`config.mk`:
```
export PLATFORM = sky130hd
export DESIGN_NAME = spi_slave_flat
export DESIGN_NICKNAME = d
export VERILOG_FILES = /design/src/rtl/spi_pkg.sv /design/src/rtl/spi_slave_if.sv /design/src/rtl/spi_sync_edge.sv /design/src/rtl/spi_slave.sv /design/src/flat_wrapper.sv
export SDC_FILE = /design/constraint.sdc
export NUM_CORES = 1
export LEC_CHECK = 0
export ABC_AREA = 1
export CORE_UTILIZATION = 40
export CTS_BUF_LIST = sky130_fd_sc_hd__clkbuf_8
export CTS_CLUSTER_DIAMETER = 150
export DETAILED_ROUTE_END_ITERATION = 7
export SYNTH_ARGS = -nofsm -noshare
export SYNTH_HDL_FRONTEND = slang
export SYNTH_SLANG_ARGS = --single-unit
```
`constraint.sdc`:
```
create_clock -name GCLK -period 3.1 [get_ports GCLK]
set_input_delay 0.775 -clock GCLK [delete_from_list [all_inputs] [get_ports GCLK]]
set_output_delay 0.775 -clock GCLK [all_outputs]
set_load 0.05 [all_outputs]
```
`src/rtl/spi_pkg.sv`:
```
// SPI target shared definitions.
// Mode/length encodings match the SPI master.
package spi_pkg;

    localparam int MAX_WORD = 32;

    typedef enum logic [1:0] {
        MODE0 = 2'b00,
        MODE1 = 2'b01,
        MODE2 = 2'b10,
        MODE3 = 2'b11
    } spi_mode_e;

    typedef enum logic [1:0] {
        LEN8  = 2'b00,
        LEN16 = 2'b01,
        LEN24 = 2'b10,
        LEN32 = 2'b11
    } word_len_e;

    typedef enum logic {
        IDLE = 1'b0,
        XFER = 1'b1
    } state_e;

    function automatic logic [5:0] word_bits(input logic [1:0] wl);
        return {1'b0, wl, 3'b000} + 6'd8;
    endfunction

    function automatic logic [MAX_WORD-1:0] word_mask(input logic [1:0] wl);
        logic [MAX_WORD-1:0] m;
        unique case (word_len_e'(wl))
            LEN8:    m = 32'h0000_00FF;
            LEN16:   m = 32'h0000_FFFF;
            LEN24:   m = 32'h00FF_FFFF;
            default: m = 32'hFFFF_FFFF;
        endcase
        return m;
    endfunction

endpackage

```
`src/rtl/spi_slave_if.sv`:
```
// Parallel-side bundle of the SPI target:
// config, TX holding buffer handshake and RX word.
interface spi_slave_if;
    import spi_pkg::*;

    logic [1:0]          spi_mode_i;
    logic [1:0]          word_len_i;
    logic [MAX_WORD-1:0] tx_data_i;
    logic                tx_load_i;
    logic                tx_ready_o;
    logic [MAX_WORD-1:0] rx_data_o;
    logic                rx_valid_o;
    logic                underrun_o;
    logic                busy_o;

    modport slave (
        input  spi_mode_i, word_len_i,
        input  tx_data_i, tx_load_i,
        output tx_ready_o, rx_data_o,
        output rx_valid_o, underrun_o, busy_o
    );

    modport master (
        output spi_mode_i, word_len_i,
        output tx_data_i, tx_load_i,
        input  tx_ready_o, rx_data_o,
        input  rx_valid_o, underrun_o, busy_o
    );

endinterface

```
`src/rtl/spi_sync_edge.sv`:
```
// N-flop synchroniser with a one-flop delayed copy
// for edge detection.
module spi_sync_edge #(
    parameter int   STAGES  = 2,
    parameter logic RST_VAL = 1'b0
) (
    input  logic GCLK,
    input  logic RST,
    input  logic d_i,
    output logic sync_o,
    output logic edge_o
);

    logic [STAGES-1:0] chain_q;
    logic              prev_q;

    always_ff @(posedge GCLK) begin
        if (RST) begin
            chain_q <= {STAGES{RST_VAL}};
            prev_q  <= RST_VAL;
        end else begin
            chain_q <= {chain_q[STAGES-2:0], d_i};
            prev_q  <= chain_q[STAGES-1];
        end
    end

    assign sync_o = chain_q[STAGES-1];
    assign edge_o = chain_q[STAGES-1] ^ prev_q;

endmodule

```
`src/rtl/spi_slave.sv`:
```
// SPI target: oversampled pins, MSB-first shifting,
// single-entry TX holding buffer and RX word output.
module spi_slave
    import spi_pkg::*;
#(
    parameter int SYNC_STAGES = 2
) (
    input  logic       GCLK,
    input  logic       RST,
    spi_slave_if.slave bus,
    input  logic       SCLK_i,
    input  logic       CS_i,
    input  logic       MOSI_i,
    output logic       MISO_o,
    output logic       MISO_oe_o
);

    logic sclk_s, sclk_edge;
    logic cs_s, cs_edge, cs_fall, cs_rise;
    logic mosi_s;

    logic [SYNC_STAGES-1:0] mosi_q;
    logic [SYNC_STAGES-1:0] flush_q;

    spi_sync_edge #(
        .STAGES  (SYNC_STAGES),
        .RST_VAL (1'b0)
    ) u_sclk (
        .GCLK   (GCLK),
        .RST    (RST),
        .d_i    (SCLK_i),
        .sync_o (sclk_s),
        .edge_o (sclk_edge)
    );

    spi_sync_edge #(
        .STAGES  (SYNC_STAGES),
        .RST_VAL (1'b1)
    ) u_cs (
        .GCLK   (GCLK),
        .RST    (RST),
        .d_i    (CS_i),
        .sync_o (cs_s),
        .edge_o (cs_edge)
    );

    assign cs_fall = cs_edge & ~cs_s;
    assign cs_rise = cs_edge & cs_s;
    assign mosi_s  = mosi_q[SYNC_STAGES-1];

    state_e              state_q, state_d;
    logic [1:0]          mode_q, mode_d;
    logic [1:0]          wl_q, wl_d;
    logic [5:0]          cnt_q, cnt_d;
    logic [MAX_WORD-1:0] tsr_q, tsr_d;
    logic [MAX_WORD-1:0] rsr_q, rsr_d;
    logic [MAX_WORD-1:0] buf_q, buf_d;
    logic [MAX_WORD-1:0] rx_q, rx_d;
    logic                full_q, full_d;
    logic                miso_q, miso_d;
    logic                rxv_q, rxv_d;
    logic                und_q, und_d;
    logic                reload_q, reload_d;
    logic                first_q, first_d;
    logic                arm_q, arm_d;

    logic                take, load_ok;
    logic                lead, trail, samp, shft;
    logic [4:0]          msb, msb_new;
    logic [MAX_WORD-1:0] src, shl;

    assign lead    = sclk_edge & (sclk_s != mode_q[1]);
    assign trail   = sclk_edge & (sclk_s == mode_q[1]);
    assign samp    = mode_q[0] ? trail : lead;
    assign shft    = mode_q[0] ? lead : trail;
    assign msb     = {wl_q, 3'b111};
    assign msb_new = {bus.word_len_i, 3'b111};
    assign src     = full_q ? buf_q : '0;
    assign shl     = {tsr_q[MAX_WORD-2:0], 1'b0};
    assign load_ok = bus.tx_load_i & ~full_q;

    always_comb begin
        state_d  = state_q;
        mode_d   = mode_q;
        wl_d     = wl_q;
        cnt_d    = cnt_q;
        tsr_d    = tsr_q;
        rsr_d    = rsr_q;
        buf_d    = buf_q;
        full_d   = full_q;
        rx_d     = rx_q;
        rxv_d    = 1'b0;
        und_d    = 1'b0;
        miso_d   = miso_q;
        reload_d = reload_q;
        first_d  = first_q;
        take     = 1'b0;
        // Only arm once the CS chain holds real pin samples at idle.
        arm_d    = arm_q | (flush_q[SYNC_STAGES-1] & cs_s);
        unique case (state_q)
            IDLE: begin
                miso_d = 1'b0;
                if (arm_q && cs_fall) begin
                    state_d  = XFER;
                    mode_d   = bus.spi_mode_i;
                    wl_d     = bus.word_len_i;
                    cnt_d    = '0;
                    reload_d = 1'b0;
                    take     = 1'b1;
                    tsr_d    = src;
                    first_d  = bus.spi_mode_i[0];
                    if (!bus.spi_mode_i[0]) begin
                        miso_d = src[msb_new];
                    end
                end
            end
            XFER: begin
                if (cs_rise) begin
                    state_d  = IDLE;
                    cnt_d    = '0;
                    reload_d = 1'b0;
                    first_d  = 1'b0;
                    miso_d   = 1'b0;
                end else begin
                    if (cnt_q == word_bits(wl_q)) begin
                        rx_d     = rsr_q & word_mask(wl_q);
                        rxv_d    = 1'b1;
                        cnt_d    = '0;
                        reload_d = 1'b1;
                    end
                    if (samp) begin
                        rsr_d = {rsr_q[MAX_WORD-2:0], mosi_s};
                        cnt_d = cnt_q + 6'd1;
                    end
                    if (shft) begin
                        if (reload_q) begin
                            take     = 1'b1;
                            tsr_d    = src;
                            miso_d   = src[msb];
                            reload_d = 1'b0;
                        end else if (first_q) begin
                            miso_d  = tsr_q[msb];
                            first_d = 1'b0;
                        end else begin
                            tsr_d  = shl;
                            miso_d = shl[msb];
                        end
                    end
                end
            end
            default: state_d = IDLE;
        endcase
        // A same-cycle load lands after the take sees the old content.
        if (take) begin
            full_d = 1'b0;
            und_d  = ~full_q;
        end
        if (load_ok) begin
            buf_d  = bus.tx_data_i;
            full_d = 1'b1;
        end
    end

    always_ff @(posedge GCLK) begin
        if (RST) begin
            state_q  <= IDLE;
            mode_q   <= '0;
            wl_q     <= '0;
            cnt_q    <= '0;
            tsr_q    <= '0;
            rsr_q    <= '0;
            buf_q    <= '0;
            full_q   <= 1'b0;
            rx_q     <= '0;
            rxv_q    <= 1'b0;
            und_q    <= 1'b0;
            miso_q   <= 1'b0;
            reload_q <= 1'b0;
            first_q  <= 1'b0;
            arm_q    <= 1'b0;
            mosi_q   <= '0;
            flush_q  <= '0;
        end else begin
            state_q  <= state_d;
            mode_q   <= mode_d;
            wl_q     <= wl_d;
            cnt_q    <= cnt_d;
            tsr_q    <= tsr_d;
            rsr_q    <= rsr_d;
            buf_q    <= buf_d;
            full_q   <= full_d;
            rx_q     <= rx_d;
            rxv_q    <= rxv_d;
            und_q    <= und_d;
            miso_q   <= miso_d;
            reload_q <= reload_d;
            first_q  <= first_d;
            arm_q    <= arm_d;
            mosi_q   <= {mosi_q[SYNC_STAGES-2:0], MOSI_i};
            flush_q  <= {flush_q[SYNC_STAGES-2:0], 1'b1};
        end
    end

    assign bus.tx_ready_o = ~full_q;
    assign bus.rx_data_o  = rx_q;
    assign bus.rx_valid_o = rxv_q;
    assign bus.underrun_o = und_q;
    assign bus.busy_o     = (state_q == XFER);
    assign MISO_o         = miso_q;
    assign MISO_oe_o      = (state_q == XFER);

endmodule

```
`src/flat_wrapper.sv`:
```
// flat-port wrapper written by rule: the top's interface ports become plain ports
module spi_slave_flat import spi_pkg::*;
#(
    parameter int SYNC_STAGES = 2
)
  (GCLK, RST, SCLK_i, CS_i, MOSI_i, MISO_o, MISO_oe_o, bus_spi_mode_i, bus_word_len_i, bus_tx_data_i, bus_tx_load_i, bus_tx_ready_o, bus_rx_data_o, bus_rx_valid_o, bus_underrun_o, bus_busy_o);
  spi_slave_if bus_i ();
  input  logic GCLK;
  input  logic RST;
  input  logic SCLK_i;
  input  logic CS_i;
  input  logic MOSI_i;
  output logic MISO_o;
  output logic MISO_oe_o;
  input wire logic [$bits(bus_i.spi_mode_i)-1:0] bus_spi_mode_i;
  input wire logic [$bits(bus_i.word_len_i)-1:0] bus_word_len_i;
  input wire logic [$bits(bus_i.tx_data_i)-1:0] bus_tx_data_i;
  input wire logic [$bits(bus_i.tx_load_i)-1:0] bus_tx_load_i;
  output wire logic [$bits(bus_i.tx_ready_o)-1:0] bus_tx_ready_o;
  output wire logic [$bits(bus_i.rx_data_o)-1:0] bus_rx_data_o;
  output wire logic [$bits(bus_i.rx_valid_o)-1:0] bus_rx_valid_o;
  output wire logic [$bits(bus_i.underrun_o)-1:0] bus_underrun_o;
  output wire logic [$bits(bus_i.busy_o)-1:0] bus_busy_o;
  assign bus_i.spi_mode_i = bus_spi_mode_i;
  assign bus_i.word_len_i = bus_word_len_i;
  assign bus_i.tx_data_i = bus_tx_data_i;
  assign bus_i.tx_load_i = bus_tx_load_i;
  assign bus_tx_ready_o = bus_i.tx_ready_o;
  assign bus_rx_data_o = bus_i.rx_data_o;
  assign bus_rx_valid_o = bus_i.rx_valid_o;
  assign bus_underrun_o = bus_i.underrun_o;
  assign bus_busy_o = bus_i.busy_o;
  spi_slave #(.SYNC_STAGES(SYNC_STAGES)) u_core (.GCLK(GCLK), .RST(RST), .bus(bus_i), .SCLK_i(SCLK_i), .CS_i(CS_i), .MOSI_i(MOSI_i), .MISO_o(MISO_o), .MISO_oe_o(MISO_oe_o));
endmodule
```
# After elaboration in Yosys (flattened, before gate mapping)

Index checks and enable logic that the tools add are counted.

$add $sub $neg: 2
Multipliers: 0
Divide/modulo/power cells: 0
Order comparisons: 2
Eq/ne operators: 12
Shift-type cells: 0
Muxes and demuxes: 55
Bitwise operators: 15
Reduce and logical (&&, ||, !) cells: 11

Operator list:

| operator                                                               | number |
|---|---|
| 32-bit 2-to-1 mux                                                      | 9 |
| 32-bit case mux with 3 select lines                                    | 1 |
| 32-bit case mux with 2 select lines                                    | 1 |
| 32-bit bitwise AND                                                     | 1 |
| 1-bit 2-to-1 mux                                                       | 30 |
| 6-bit 2-to-1 mux                                                       | 4 |
| 5-bit by 6-bit < comparator with 1-bit output (second input constant)  | 2 |
| 6-bit case mux with 2 select lines                                     | 1 |
| 1-bit case mux with 2 select lines                                     | 5 |
| 3-bit AND reduction                                                    | 3 |
| 1-bit binary-select mux with 2-bit select                              | 4 |
| 5-bit by 4-bit adder with 6-bit output (second input constant)         | 1 |
| 6-bit by 1-bit adder with 6-bit output (second input constant)         | 1 |
| 1-bit bitwise AND                                                      | 6 |
| 6-bit equality test                                                    | 1 |
| 3-bit by 2-bit != test with 1-bit output (second input constant)       | 2 |
| 1-bit NOT                                                              | 5 |
| 2-bit != test (second input constant)                                  | 2 |
| 4-bit by 3-bit != test with 1-bit output (second input constant)       | 1 |
| 2-bit AND reduction                                                    | 2 |
| 4-bit AND reduction                                                    | 1 |
| 3-bit != test (second input constant)                                  | 1 |
| 3-bit OR reduction                                                     | 1 |
| 2-bit by 1-bit equality test with 1-bit output (second input constant) | 1 |
| 10 further kinds                                                       | 11 |

Flip-flop bits (word level): 156
Latch bits: 0
Bits in writable memories: 0
ROM bits: 0
Input bits: 42
Output and inout port bits: 38
Logic and storage cells: 119
Memories: 0

# Longest topological paths before layout

Gate-level depths: netlist (run 1).

Depth in word-level cells: 8
Mapped depth: 13
Mapped depth without buffers: 12

# Cells and area by module

Synthesis (run 1) repeated with hierarchy kept, for this count alone.

Cells, all modules: 929
Area, all modules: 6,741.5 um^2

By module, submodules not included:

| module                         | times used | cells each | area an instance (um^2) | sequential area each (um^2) |
|---|---|---|---|---|
| spi_slave                      | 1          | 905        | 6,546.3                 | 3,002.9 |
| spi_sync_edge at u_core.u_cs   | 1          | 11         | 97.6                    | 60.1 |
| spi_sync_edge at u_core.u_sclk | 1          | 13         | 97.6                    | 60.1 |

# Least setup slack after synthesis (run 1)

OpenSTA, ideal clock, no wires.

Path type: register -> register
From: register u_core.state_q (netlist: u_core.MISO_oe_o)
To: register u_core.rx_q[10] (netlist: u_core.bus.rx_data_o[10])
Setup time: 0.119 ns
Arrival: 1.725 ns
Data required time: 2.981 ns
Setup slack: 1.256 ns
Cell stages (with the launch flop): 10
Buffers on the path: 2
Period minus slack after synthesis: 1.844 ns
Cells stage by stage: dfxtp_1 -> buf_4 -> inv_2 -> a21oi_4 -> inv_2 -> nor2_8 -> inv_2 -> buf_2 -> nand3_1 -> o21ai_1

Longest elaborated chain between the ends: 1

RTL lines:

| item                                 | RTL line         | text |
|---|---|---|
| start: declaration                   | spi_slave.sv:51  | `state_e state_q, state_d;` |
| start signal: assignment             | spi_slave.sv:184 | `state_q <= state_d;` |
| 3-bit AND reduction (no source line) | --               |  |
| end signal: assignment               | spi_slave.sv:192 | `rx_q <= rx_d;` |
| end: declaration                     | spi_slave.sv:58  | `logic [MAX_WORD-1:0] rx_q, rx_d;` |

No other way between the ends.
A chain may end at the register's enable or synchronous reset.

# Final worst setup path (run 1)

From: register u_core.state_q (netlist: u_core.MISO_oe_o)
To: output bus_busy_o

RTL lines:

| item             | RTL line           | text |
|---|---|---|
| end: declaration | flat_wrapper.sv:23 | `output wire logic [$bits(bus_i.busy_o)-1:0] bus_busy_o;` |

No word-level cell between the ends.

==> impl_metrics.json, run 1 <==
{
  "yosys_warnings": 0,
  "netlist_area_um2": 6603,
  "grt_max_degree": 70,
  "die_x_um": 130.5,
  "rsz0062_at_grt": "false",
  "antenna_cells": 0,
  "postSynthNetCount": 982,
  "cts-root-buf": "clkbuf_8",
  "io_pins": 80,
  "reg2reg_slack_ns": 0.84,
  "total_power_w": 0.003820,
  "clkTransAtPathRegs_ns": 0.08,
  "clk_latency_ns": 0.46,
  "setup_viol_count_final": 0,
  "synth_seq_cells": 156,
  "drtIter0Drc": 562,
  "p_leak_nw": 3.229,
  "worst_slew_pin_slew_ns": 0.6068,
  "relSlewSlack": 0.5949,
  "antenna_found_initial": 0,
  "grt_util_met2": 0.2976,
  "max_stage_delay_ns": 0.89,
  "antenna_left": 0,
  "dp_hpwl_um": 9587,
  "post-route-min-period_ns": 2.714,
  "fin_util": 0.4909,
  "min_to": "u_core.flush_q[1]",
  "drive_gt1_frac": 0.06807,
  "io_buffers": 79,
  "grt.busiest_layer": "met2",
  "pwr-share-comb": 0.085,
  "seq_power_share": 0.549,
  "path_delay_family": "buffers and inverters",
  "cts_tree": "built",
  "syn_to_final_growth_pct": 18.97,
  "p_clk_frac": 0.366,
  "critPathArrivalTime_ns": 1.94,
  "powerDensity_nw_per_um2": 486.3,
  "htree_num_levels": 4,
  "status": "finished, final reports clean",
  "cp.buffers_inverters": 1,
  "dieArea_um2": 17020,
  "max_freq_mhz": 368.4,
  "clock_skew_ns": 0.01208,
  "use_met1": 0.2730,
  "seq_area_frac_synth": 0.4730,
  "met3_usage": 0.04520,
  "yosys.area.top_type": "dfxtp_1",
  "startpoint_type": "flop",
  "yosys-top-cells-area": "dfxtp_1, nor2_1, nand2_1",
  "setup_tns_ns": 0,
  "required_ns": 2.32,
  "r2r_cells": 12,
  "crit_path_max_fanout": 11,
  "wl_per_cell_um": 12.73,
  "cts.sink_count": 156,
  "whs_ns": 0.4086,
  "crit_chain": "clkdlybuf4s50_1",
  "grt_pass1_wl_um": 26150,
  "finalWeightedCongestion": 0.8250,
  "cts.path.max_buffers": 2,
  "hold_path_depth": 2,
  "core.rowCount": 46,
  "critPathKind": "reg2out",
  "slew_viol_final": 0,
  "core_area_um2": 16000,
  "synth_top_area_share": 0.4730,
  "peakVddDrop_uv": 303.3,
  "syn-instance-count": 935,
  "final_hold_viol_count": 0,
  "vias": 5850,
  "grt_pass1_vias": 5456,
  "chipHeight_um": 130.5,
  "critPathSlowestCell": "clkdlybuf4s50_1",
  "min_path_type": "reg2reg",
  "track_usage": 0.1949,
  "r2r-start": "u_core.wl_q[0]",
  "r2r-end": "u_core.reload_q",
  "cts_inserted_buffers": 17,
  "maxCapViolCount": 0,
  "initial_core_util": 0.4127,
  "ctsResizeCount": 0,
  "p_int_w": 0.002788,
  "fill_cells": 1690,
  "ys_types": 30,
  "period_share": 0.8756,
  "drt_drc_violations_left": 0,
  "postSynthAreaPerCell_um2": 7.062,
  "worstSetupEndpointType": "output pin",
  "gr-total-overflow": 0,
  "layout.nets": 1033,
  "cts_hold_buf": 0,
  "cts_setup_buffers": 0,
  "vias_per_cell": 4.815,
  "switching_power_w": 0.001032,
  "hp-start": "u_core.flush_q[0]",
  "swShare": 0.2701,
  "finalWirelength_um": 15470,
  "dr.pass1.iters": 4
}
kinds of logic after synthesis:
kind of cell / Yosys count / synth area share
XOR/XNOR: 3 / 0.003980
flip-flops: 156 / 0.4730
adder cells (fa/ha/maj): 5 / 0.009475
AO/OA/AOI/OAI: 154 / 0.1203
AND/OR/NAND/NOR: 503 / 0.3178
buffers and inverters: 114 / 0.07542
stage by stage:
step           cells  cell area, um^2  setup slack (ns)
2_1_floorplan    935             6603             1.256
3_3_place_gp    1183             7496            0.8091
3_5_place_dp    1183             7496            0.7740
4_1_cts         1215             7855            0.3425
5_1_grt         1215             7855            0.2871
6_report        1215             7855            0.3855
layer usage:
metal	vias to the layer above	routed length, um
met2	111	6901
met5	-	0
met1	2623	7694
met4	0	197
met3	9	673
li1	3107	-
power by group through the flow:
| stage | Sequential [W] | Clock (W) | Combinational [W] |
|---|---|---|---|
| floorplan | 0.00214 | 0 | 0.000212 |
| global placement | 0.00214 | 0 | 0.000324 |
| detailed placement | 0.00214 | 0 | 0.000328 |
| CTS | 0.00210 | 0.00144 | 0.000329 |
| global route | 0.00211 | 0.00153 | 0.000373 |
| finish | 0.00210 | 0.00140 | 0.000324 |
placed cells by master (no fill, tap or decap):
cell / netlist / layout
nor2_1: 225 / 225
nand2_1: 182 / 182
dfxtp_1: 156 / 156
o21ai_0: 109 / 109
clkdlybuf4s50_1: 0 / 79
nand3_1: 48 / 48
inv_1: 45 / 45
nand4_1: 35 / 35
o21ai_1: 22 / 22
a21oi_1: 18 / 18
clkbuf_8: 0 / 18
buf_4: 7 / 12
inv_2: 8 / 8
ha_1: 5 / 5
clkinv_4: 0 / 5
inv_6: 0 / 5
or2_2: 4 / 4
nand2_2: 3 / 3
xor2_1: 3 / 3
clkinv_2: 0 / 2
nand3_2: 2 / 2
clkinvlp_4: 0 / 2
buf_12: 0 / 2
nor3_2: 1 / 1
and3_1: 1 / 1
a21oi_4: 1 / 1
nor2_8: 1 / 1
nand2_4: 1 / 1
o21bai_2: 1 / 1
a211oi_1: 1 / 1
o22ai_1: 1 / 1
o21bai_1: 1 / 1
flip-flops by register name (all words and copies together), names as in the netlist, 2 cells and up:
name,count
u_core.buf_q,32
u_core.tsr_q,32
u_core.wl_q,2
u_core.mosi_q,2
u_core.u_sclk.chain_q,2
u_core.bus.rx_data_o,32
u_core.u_cs.chain_q,2
u_core.flush_q,2
u_core.rsr_q,32
u_core.mode_q,2
u_core.cnt_q,6
cell type report:
class | instances | area [um^2] | share of cell area
multi-input cells | 665 | 2982 | 0.3796
flip-flops and latches | 156 | 3123 | 0.3976
well taps | 216 | 270.3 | 0.03441
repair buffers | 93 | 920.9 | 0.1172
clock buffers | 18 | 247.7 | 0.03154
clock inverters | 14 | 111.4 | 0.01418
inverters | 53 | 200.2 | 0.02549
worst max path at each step:
stage | from | end | slack [ns] | depth (start not counted)
6_report | u_core.MISO_oe_o | bus_busy_o | 0.39 | 1
2_1_floorplan | u_core.MISO_oe_o | u_core.bus.rx_data_o[10] | 1.26 | 9
4_1_cts | u_core.MISO_oe_o | bus_busy_o | 0.34 | 1
5_1_grt | u_core.MISO_oe_o | MISO_oe_o | 0.29 | 1
3_3_place_gp | RST | u_core.bus.rx_data_o[30] | 0.81 | 5
3_5_place_dp | RST | u_core.bus.rx_data_o[30] | 0.77 | 5
synth_stat cells:
| master | count |
|---|---|
| clkbuf_2 | 3 |
| a21oi_1 | 18 |
| ha_1 | 5 |
| or2_2 | 4 |
| buf_4 | 7 |
| o21bai_1 | 1 |
| nor2_1 | 225 |
| inv_2 | 8 |
| nand2_4 | 1 |
| a211oi_1 | 1 |
| buf_2 | 20 |
| xor2_1 | 3 |
| buf_1 | 4 |
| nand3_1 | 48 |
| clkbuf_1 | 25 |
| nand2_1 | 182 |
| dfxtp_1 | 156 |
| buf_6 | 2 |
| nand4_1 | 35 |
| inv_1 | 45 |
| nor3_2 | 1 |
| a21oi_4 | 1 |
| o22ai_1 | 1 |
| o21ai_1 | 22 |
| o21ai_0 | 109 |
| nand3_2 | 2 |
| nor2_8 | 1 |
| and3_1 | 1 |
| nand2_2 | 3 |
| o21bai_2 | 1 |
No activity file was read; power rests on OpenSTA's default activity.
==> run 2, diff against run 1 <==
--- a/config.mk
+++ b/config.mk
@@ -10,6 +10,7 @@
 export CTS_BUF_LIST = sky130_fd_sc_hd__clkbuf_8
 export CTS_CLUSTER_DIAMETER = 150
 export DETAILED_ROUTE_END_ITERATION = 7
+export SKIP_LAST_GASP = 1
 export SYNTH_ARGS = -nofsm -noshare
 export SYNTH_HDL_FRONTEND = slang
 export SYNTH_SLANG_ARGS = --single-unit
==> results of run 2 <==
The final DEF is identical to that of run 1; final timing and power are the same.
